<file path="src/rtl/mem_arbiter.sv">
// Three-way round-robin arbiter onto one tagged memory port; load completions are
// routed back to whichever requester owns the returned tag.
`ifndef XLEN
`define XLEN 32
`endif

module mem_arbiter #(
    parameter int TAG_W = 4,
    parameter int XW    = `XLEN
) (
    input  logic             clock,
    input  logic             reset,
    input  logic [1:0]       req_command_0,
    input  logic [XW-1:0]    req_addr_0,
    input  logic [63:0]      req_data_0,
    input  logic [1:0]       req_size_0,
    input  logic [1:0]       req_command_1,
    input  logic [XW-1:0]    req_addr_1,
    input  logic [63:0]      req_data_1,
    input  logic [1:0]       req_size_1,
    input  logic [1:0]       req_command_2,
    input  logic [XW-1:0]    req_addr_2,
    input  logic [63:0]      req_data_2,
    input  logic [1:0]       req_size_2,
    output logic [TAG_W-1:0] rsp_response_0,
    output logic [TAG_W-1:0] rsp_response_1,
    output logic [TAG_W-1:0] rsp_response_2,
    output logic [TAG_W-1:0] rsp_tag_0,
    output logic [TAG_W-1:0] rsp_tag_1,
    output logic [TAG_W-1:0] rsp_tag_2,
    output logic [63:0]      rsp_data_0,
    output logic [63:0]      rsp_data_1,
    output logic [63:0]      rsp_data_2,
    output logic [1:0]       proc2mem_command,
    output logic [XW-1:0]    proc2mem_addr,
    output logic [63:0]      proc2mem_data,
    output logic [1:0]       proc2mem_size,
    input  logic [TAG_W-1:0] mem2proc_response,
    input  logic [63:0]      mem2proc_data,
    input  logic [TAG_W-1:0] mem2proc_tag,
    output logic [3:0]       outstanding,
    output logic             spurious_tag
);

    localparam logic [1:0] BUS_NONE = 2'd0;
    localparam logic [1:0] BUS_LOAD = 2'd1;
    localparam logic [0:0] IDLE     = 1'b0;
    localparam logic [0:0] HOLD     = 1'b1;
    localparam int         NTAG     = 1 << TAG_W;

    logic [1:0]       cmd  [3];
    logic [XW-1:0]    addr [3];
    logic [63:0]      data [3];
    logic [1:0]       size [3];
    logic [TAG_W-1:0] rsp_response_arr [3];
    logic [TAG_W-1:0] rsp_tag_arr      [3];

    assign cmd[0] = req_command_0;  assign addr[0] = req_addr_0;
    assign data[0] = req_data_0;    assign size[0] = req_size_0;
    assign cmd[1] = req_command_1;  assign addr[1] = req_addr_1;
    assign data[1] = req_data_1;    assign size[1] = req_size_1;
    assign cmd[2] = req_command_2;  assign addr[2] = req_addr_2;
    assign data[2] = req_data_2;    assign size[2] = req_size_2;

    logic [0:0]      state_reg, state_next;
    logic [1:0]      grant_idx_reg, grant_idx_next;
    logic [1:0]      last_idx_reg, last_idx_next;
    logic [NTAG-1:0] valid_reg, valid_next;
    logic [1:0]      owner_mem [NTAG];
    logic [3:0]      outstanding_reg, outstanding_next;
    logic            spurious_reg;

    logic            grant_valid;
    logic [1:0]      grant, cand0, cand1, cand2;
    logic [1:0]      grant_cmd, comp_owner;
    logic            accept, alloc, alloc_new, comp_hit, comp_miss;

    function automatic logic [1:0] rr_next(input logic [1:0] i);
        return (i == 2'd2) ? 2'd0 : i + 2'd1;
    endfunction

    assign cand0 = rr_next(last_idx_reg);
    assign cand1 = rr_next(cand0);
    assign cand2 = last_idx_reg;

    always_comb begin
        grant_valid = 1'b0;
        grant       = 2'd0;
        if (state_reg == HOLD) begin
            grant_valid = 1'b1;
            grant       = grant_idx_reg;
        end else if (cmd[cand0] != BUS_NONE) begin
            grant_valid = 1'b1;
            grant       = cand0;
        end else if (cmd[cand1] != BUS_NONE) begin
            grant_valid = 1'b1;
            grant       = cand1;
        end else if (cmd[cand2] != BUS_NONE) begin
            grant_valid = 1'b1;
            grant       = cand2;
        end
    end

    assign grant_cmd = grant_valid ? cmd[grant] : BUS_NONE;
    assign accept    = (grant_cmd != BUS_NONE) && (mem2proc_response != '0);
    assign alloc     = accept && (grant_cmd == BUS_LOAD);

    assign proc2mem_command = grant_cmd;
    assign proc2mem_addr    = (grant_cmd != BUS_NONE) ? addr[grant] : '0;
    assign proc2mem_data    = (grant_cmd != BUS_NONE) ? data[grant] : '0;
    assign proc2mem_size    = (grant_cmd != BUS_NONE) ? size[grant] : '0;

    always_comb begin
        state_next     = state_reg;
        grant_idx_next = grant_idx_reg;
        last_idx_next  = last_idx_reg;
        if (accept) begin
            state_next    = IDLE;
            last_idx_next = grant;
        end else if (grant_cmd != BUS_NONE) begin
            state_next     = HOLD;
            grant_idx_next = grant;
        end else begin
            state_next = IDLE;
        end
    end

    assign comp_owner = owner_mem[mem2proc_tag];
    assign comp_hit   = (mem2proc_tag != '0) && valid_reg[mem2proc_tag];
    assign comp_miss  = (mem2proc_tag != '0) && !valid_reg[mem2proc_tag];
    // Only count an allocation that lands on a tag left free after this cycle's completion.
    assign alloc_new  = alloc && !(valid_reg[mem2proc_response] &&
                                   !(comp_hit && (mem2proc_tag == mem2proc_response)));

    always_comb begin
        valid_next = valid_reg;
        if (comp_hit)
            valid_next[mem2proc_tag] = 1'b0;
        if (alloc)
            valid_next[mem2proc_response] = 1'b1;
        valid_next[0] = 1'b0;
        outstanding_next = outstanding_reg + 4'(alloc_new) - 4'(comp_hit);
    end

    always_ff @(posedge clock) begin
        if (!reset) begin
            state_reg       <= IDLE;
            grant_idx_reg   <= 2'd0;
            last_idx_reg    <= 2'd2;
            valid_reg       <= '0;
            outstanding_reg <= '0;
            spurious_reg    <= 1'b0;
        end else begin
            state_reg       <= state_next;
            grant_idx_reg   <= grant_idx_next;
            last_idx_reg    <= last_idx_next;
            valid_reg       <= valid_next;
            outstanding_reg <= outstanding_next;
            spurious_reg    <= spurious_reg | comp_miss;
        end
    end

    // Owner entries are meaningless while their valid bit is clear, so they need no reset.
    always_ff @(posedge clock) begin
        if (alloc)
            owner_mem[mem2proc_response] <= grant;
    end

    for (genvar gi = 0; gi < 3; gi++) begin : g_rsp
        assign rsp_response_arr[gi] = (accept && grant == 2'(gi)) ? mem2proc_response : '0;
        assign rsp_tag_arr[gi]      = (comp_hit && comp_owner == 2'(gi)) ? mem2proc_tag : '0;
    end

    assign rsp_response_0 = rsp_response_arr[0];
    assign rsp_response_1 = rsp_response_arr[1];
    assign rsp_response_2 = rsp_response_arr[2];
    assign rsp_tag_0      = rsp_tag_arr[0];
    assign rsp_tag_1      = rsp_tag_arr[1];
    assign rsp_tag_2      = rsp_tag_arr[2];
    assign rsp_data_0     = mem2proc_data;
    assign rsp_data_1     = mem2proc_data;
    assign rsp_data_2     = mem2proc_data;
    assign outstanding    = outstanding_reg;
    assign spurious_tag   = spurious_reg;

endmodule

</file>
<file path="config.mk">
export PLATFORM = sky130hd
export DESIGN_NAME = mem_arbiter
export DESIGN_NICKNAME = d
export VERILOG_FILES = /design/src/rtl/mem_arbiter.sv
export SDC_FILE = /design/constraint.sdc
export NUM_CORES = 1
export LEC_CHECK = 0
export ABC_AREA = 1
export CORE_AREA = 2 2 271 273
export DETAILED_ROUTE_END_ITERATION = 10
export DIE_AREA = 0 0 273 275
export GPL_ROUTABILITY_DRIVEN = 0
export PLACE_DENSITY = 0.34
export RECOVER_POWER = 25
export SETUP_SLACK_MARGIN = 0.2
export SLEW_MARGIN = 20
export SYNTH_ARGS = -nofsm -noshare
export SYNTH_HDL_FRONTEND = slang
export SYNTH_SLANG_ARGS = --single-unit
</file>
<file path="constraint.sdc">
create_clock -name clock -period 3.67 [get_ports clock]
set_input_delay 0.5505 -clock clock [delete_from_list [all_inputs] [get_ports clock]]
set_output_delay 0.5505 -clock clock [all_outputs]
set_load 0.02 [all_outputs]
</file>
=== Word level (Yosys, flattened, before mapping) ===
Memories as Yosys holds them, arrays and structs flattened.
Index checks and enable logic that the tools add are counted.

* Memory bits (writable): 32
* Memories kept: 1
* Bits of input ports: 374
* Flip-flop bits (word level): 26

* Add/sub/neg operators: 4
* Reduce and logical (&&, ||, !) cells: 28
* Multiplexer cells: 54
* Bitwise gates (word level): 10
* Equality and inequality tests: 8
* Magnitude comparators: 8

{| class="wikitable"
|+ Memories
! memory !! depth !! width !! read ports !! clocked after memory_dff !! write ports !! line !! source
|-
| owner_mem || 16 || 2 || 1 || 0 || 1 || 69 || <nowiki>logic [1:0] owner_mem [NTAG];</nowiki>
|}

{| class="wikitable"
|+ Operator list
! kind !! count
|-
| 64-bit two-way mux || 3
|-
| 64-bit binary-select mux with 2-bit select || 1
|-
| 32-bit two-way mux || 3
|-
| 32-bit binary-select mux with 2-bit select || 1
|-
| 2-bit two-way mux || 18
|-
| 16-bit two-way mux || 2
|-
| 4-bit two-way mux || 6
|-
| 2-bit binary-select mux with 2-bit select || 5
|-
| 16-bit bitwise AND || 1
|-
| 16-bit NOT || 1
|-
| 16-bit OR || 1
|-
| 1-bit logical AND || 15
|-
| 3-bit greater-or-equal comparator, second input constant || 4
|-
| 2-bit NOT with 3-bit output || 4
|-
| 1-bit two-way mux || 11
|-
| 4-bit by 5-bit less-than comparator with 1-bit output, second input constant || 2
|-
| 1-bit binary-select mux with 4-bit select || 2
|-
| 1-bit demux with 4-bit select || 2
|-
| 2-bit equality test, second input constant || 4
|-
| 4-bit by 1-bit greater-or-equal comparator with 1-bit output, second input constant || 2
|-
| 2-bit nonzero test || 4
|-
| 4-bit nonzero test || 2
|-
| 2-bit by 1-bit equality test with 1-bit output, second input constant || 3
|-
| 2-bit by 1-bit adder with 2-bit output, second input constant || 2
|-
| 9 further kinds || 13
|}

=== Depth between registers and ports, before layout ===
* Word-level depth: 23
* Mapped depth: 21
* Gate-level depth less buffers: 21

=== Worst setup path after synthesis ===
Ideal clock, no wire load.

* Kind: input -> register
* Start point: input port req_command_1[1]
* End point: register outstanding_reg[2] (netlist: outstanding[2])
* Arrival time: 2.936 ns
* Buffers on the path: 0
* Path slack: 0.606 ns
* Cell stages on the path: 20
* Required time: 3.542 ns
* Cells stage by stage: inv_1 > nand2_1 > nand2_1 > nand3_1 > nor2_1 > nand2_1 > nand2_2 > nand2_4 > nand3_2 > nand2_2 > nor2_8 > inv_1 > nor2_1 > nand3_1 > ha_1 > inv_1 > ha_1 > fa_1 > xnor2_1 > nor2_1

* Word-level cells in the longest chain between the ends: 19

{| class="wikitable"
|+ RTL lines
! item !! line !! source
|-
| from (decl) || 17 || <nowiki>input logic [1:0] req_command_1,</nowiki>
|-
| 2-bit binary-select mux with 2-bit select || 98 || <nowiki>end else if (cmd[cand2] != BUS_NONE) begin</nowiki>
|-
| 2-bit two-way mux (not written as such) (2 in a row) || 98 ||
|-
| 2-bit nonzero test || 98 ||
|-
| 2-bit two-way mux || 98 ||
|-
| 2-bit two-way mux || 95 || <nowiki>end else if (cmd[cand1] != BUS_NONE) begin</nowiki>
|-
| 2-bit two-way mux * || 92 || <nowiki>end else if (cmd[cand0] != BUS_NONE) begin</nowiki>
|-
| 2-bit two-way mux * || 89 || <nowiki>if (state_reg == HOLD) begin</nowiki>
|-
| named net grant[0] || 74 || <nowiki>logic [1:0] grant, cand0, cand1, cand2;</nowiki>
|-
| (+4 left out) || - ||
|-
| 2-bit two-way mux * || 104 || <nowiki>assign grant_cmd = grant_valid ? cmd[grant] : BUS_NONE;</nowiki>
|-
| named net proc2mem_command[1] || 34 || <nowiki>output logic [1:0] proc2mem_command,</nowiki>
|-
| 2-bit nonzero test || 105 || <nowiki>assign accept = (grant_cmd != BUS_NONE) && (mem2proc_response != '0);</nowiki>
|-
| 1-bit logical AND || 105 ||
|-
| 1-bit logical AND * || 106 || <nowiki>assign alloc = accept && (grant_cmd == BUS_LOAD);</nowiki>
|-
| 1-bit logical AND * || 132 || <nowiki>assign alloc_new = alloc && !(valid_reg[mem2proc_response] &&</nowiki>
|-
| 4-bit by 1-bit adder with 4-bit output * || 142 || <nowiki>outstanding_next = outstanding_reg + 4'(alloc_new) - 4'(comp_hit);</nowiki>
|-
| 4-bit by 1-bit subtractor with 4-bit output * || 142 ||
|-
| to (signal assigned) || 158 || <nowiki>outstanding_reg <= outstanding_next;</nowiki>
|-
| to (decl) || 70 || <nowiki>logic [3:0] outstanding_reg, outstanding_next;</nowiki>
|}

Mark *: on every way through the listed nets, which the timed path passes. The rest lies on a longest branch. The select of a mux whose other input is x is not followed.
A chain may end at the register's enable or synchronous reset.

=== Worst setup path in the final report ===
* Start point: input port mem2proc_tag[0]
* End point: output port rsp_tag_2[0]

* Word-level cells in the longest chain between the ends: 5

{| class="wikitable"
|+ RTL lines
! item !! line !! source
|-
| from (decl) || 40 || <nowiki>input logic [TAG_W-1:0] mem2proc_tag,</nowiki>
|-
| parallel branches: the longest is 4 deep, another holds memory 16 x 2 bit || - ||
|-
| 4-bit two-way mux * || 171 || <nowiki>assign rsp_tag_arr[gi] = (comp_hit && comp_owner == 2'(gi)) ? mem2proc_tag : '0;</nowiki>
|-
| to (decl) || 30 || <nowiki>output logic [TAG_W-1:0] rsp_tag_2,</nowiki>
|}

Every way passes the cells marked *. The select of a mux whose other input is x is not followed.

==> impl_results.md <==
- Status: completed
- Routed via count: a little over 8k
- RSZ-0062 raised after global routing: true
- Root Buffer: clkbuf_16
- Initial antenna violation count: 28
- Vias per Instance: 3.57
- Die Area: 75100 µm²
- H-tree depth: 3
- Max VDD drop: 0.000361 V
- Sw power: 5.21 mW
- Vias in the first global route: between 8k and 9k
- Gate power share: 0.829
- Syn. warnings: 0
- Hold-fix buffers, CTS: 0
- Area growth from synthesis to layout: 87.8%
- Die Span X: 273 µm
- Crit Path Class: in -> out
- Reg2Reg Depth: 21
- R2r startpoint: cand2[0]$_SDFFE_PN0N_
- FF-to-FF End: outstanding[2]$_SDFF_PN0_
- Leak: roughly 4.9 nW
- Slew HR: 0.548
- Power Dens Cells: 851 nW/µm²
- Clk pwr share: 0.091
- Layout Skew: 7.90 ps
- Path type of the worst min-delay path: reg -> reg
- Sequential fraction of the synthesis area: 0.222
- Fin. max-slew vios: 0
- Worst-path fanout max: 8
- Syn Inst Count: 969
- I/O Buffers: 438
- Fraction of registers with async set/reset: 0
- Seq pwr share: 0.080
- Max-cap viol count: 0
- Chip height: between 200 and 300 µm
- Fin crit period: 3360 ps
- Core Area: 72300 µm²
- I/O pin cnt: 695
- DRT Pass-1 Iters: 5
- HPWL after DPL: 42.3 mm
- Final ANT Viol Nets: 0
- Latest clock arrival within the worst-skew pair: between 300 and 400 ps
- Initial Util: 0.0908
- Final nets: 1709
- DRC violations left: 0
- Max reg flops: 32
- Fin area: ~12000 µm²
- Post-Syn Area: 6570 µm²
- Bufs on Longest Clock Path: 2
- Syn_area_per_cell: 6.78 µm²
- Endpoints failing setup: 0
- Layout cell share with drive strength beyond 1: 0.267
- Most frequent cells in the layout: clkdlybuf4s50_1, nand2_1, buf_4
- Area post-placement: 11600 µm²
- Internal reg-to-reg setup slack: ~600 ps
- Fin util: 0.171
- Pin count of the biggest net entering global routing: 24
- Pre-CTS setup slack: -397 ps
- CTS Buf Count: 9
- Post-synth EDFFs: 32
- Max Fclk: 298 MHz
- Remaining Overflow, GRT: 0
- TNS Setup: 0 ps
- Worst setup margin: slightly above 300 ps
- Synth cell types: 45
- Num Clock Sinks: 57
- Final wirelength: between 50 and 60 mm
- Hold WS: 455 ps
- Gr usage total: 0.129
- Clock Pin Slew Worst Setup and Hold Paths: 50 ps
- Wire length per cell: 22.4 µm
- CP Launch Point: mem2proc_tag[0]
- Ys flop type: edfxtp_1
- Worst setup EP type: output port
- CP Launch Type: primary input
- Final hold violation count: 0
- Commonest non-fill, non-tap cell in the layout: clkdlybuf4s50_1
- Starting DRT DRC Count: 374
- FF+latch count, synth: 57
- Worst slew pin tran: 674 ps
- Tcrit/Tclk final: 0.915
- Worst setup endpoint: rsp_tag_2[0]
- CP required: 3120 ps
- P_int: roughly 5.3 mW
- CTS tree: done
- Worst EP arrival: 2810 ps
- Sw frac: 0.496
- Rows: 99
- First-pass GRT wire length: 67.3 mm
[worst min-delay path by stage]
| stage | slack (ps) | start | cells after the start | end |
|---|---|---|---|---|
| after floorplan | 450 | grant_idx_reg[0]$_SDFFE_PN0P_ | 2 | grant_idx_reg[0]$_SDFFE_PN0P_ |
| after global placement | 450 | spurious_tag$_SDFF_PN0_ | 2 | spurious_tag$_SDFF_PN0_ |
| after detailed placement | 460 | spurious_tag$_SDFF_PN0_ | 2 | spurious_tag$_SDFF_PN0_ |
| after CTS | 470 | spurious_tag$_SDFF_PN0_ | 2 | spurious_tag$_SDFF_PN0_ |
| after global routing | 500 | valid_reg[10]$_SDFF_PN0_ | 2 | valid_reg[10]$_SDFF_PN0_ |
| final | 460 | spurious_tag$_SDFF_PN0_ | 2 | spurious_tag$_SDFF_PN0_ |
[cell type report]
class,count,area (µm²)
inverter,67,275
clock inverter,6,106
clock buffer,10,229
sequential,57,1460
timing repair buffer,589,5730
fill,8307,60000
tap,959,1200
antenna,1,2.50
multi-input combinational,606,3330
[stage by stage]
| step | cells | total power [mW] |
|---|---|---|
| 6_report | 2295 | 10.5 |
| 5_1_grt | 2294 | 11.2 |
| 4_1_cts | 2291 | 10.7 |
| 3_5_place_dp | 2241 | 9.19 |
| 3_3_place_gp | 2241 | 9.24 |
| 2_1_floorplan | 970 | 4.85 |
[cells by family (layout without fill, tap and decap cells)]
group,Yosys count,after routing,synth area share
buffers and inverters,307,672,0.296
AO/OA/AOI/OAI,208,208,0.212
adder cells (fa/ha/maj),5,5,0.0107
other,1,3,0.000571
AND/OR/NAND/NOR,385,385,0.250
XOR/XNOR,6,6,0.00800
flip-flops,57,57,0.222
[what timing repair did]
action,4_1_cts,5_1_grt
resized for setup,440,36
setup endpoints to repair,125,36
cloned,7,0
pin swaps,7,3
buffers inserted,27,3
[Yosys cell counts (2+ instances only)]
master | instances | area [µm²]
xor2_1 | 5 | 43.8
a21oi_2 | 21 | 184
nand3_1 | 28 | 140
o221ai_1 | 4 | 35.0
clkbuf_1 | 26 | 97.6
nand2_2 | 3 | 18.8
nand2_4 | 3 | 33.8
nand2_1 | 265 | 995
dfxtp_1 | 25 | 500
a31oi_1 | 54 | 338
inv_1 | 62 | 233
nor2_4 | 2 | 22.5
a22oi_1 | 56 | 420
buf_4 | 195 | 1460
o22ai_1 | 2 | 12.5
a221oi_1 | 3 | 26.3
buf_8 | 2 | 30.0
edfxtp_1 | 32 | 961
buf_2 | 15 | 75.1
nor2_1 | 55 | 206
inv_2 | 3 | 11.3
nor2_2 | 4 | 25.0
a21oi_4 | 2 | 32.5
ha_1 | 4 | 50.1
nand4_1 | 18 | 113
o21ai_0 | 18 | 90.1
a21oi_1 | 44 | 220
[critical path: stages]
cell	delay, ps
clkdlybuf4s50_1	400
buf_4	180
nor2_2	330
buf_4	260
a22oi_1	110
nand3_1	110
nand2_1	60
nand4_1	150
buf_4	130
nand3_1	160
nor2_1	150
clkbuf_2	190
[metal layers]
metal  vias up  track usage  share of wire
met4        34       0.0354          0.032
li1       3792            -              -
met5         -       0.0464          0.012
met3        97       0.0794           0.14
met2       584        0.221           0.48
met1      3691        0.129           0.34
[power groups by stage]
stage	sequential, mW	clock, mW	combinational [mW]
6_report	0.838	0.954	8.70
5_1_grt	0.847	1.00	9.37
4_1_cts	0.837	0.971	8.87
3_5_place_dp	0.848	0	8.34
3_3_place_gp	0.848	0	8.39
2_1_floorplan	0.858	0	3.99
(Power assumes the default switching activity.)
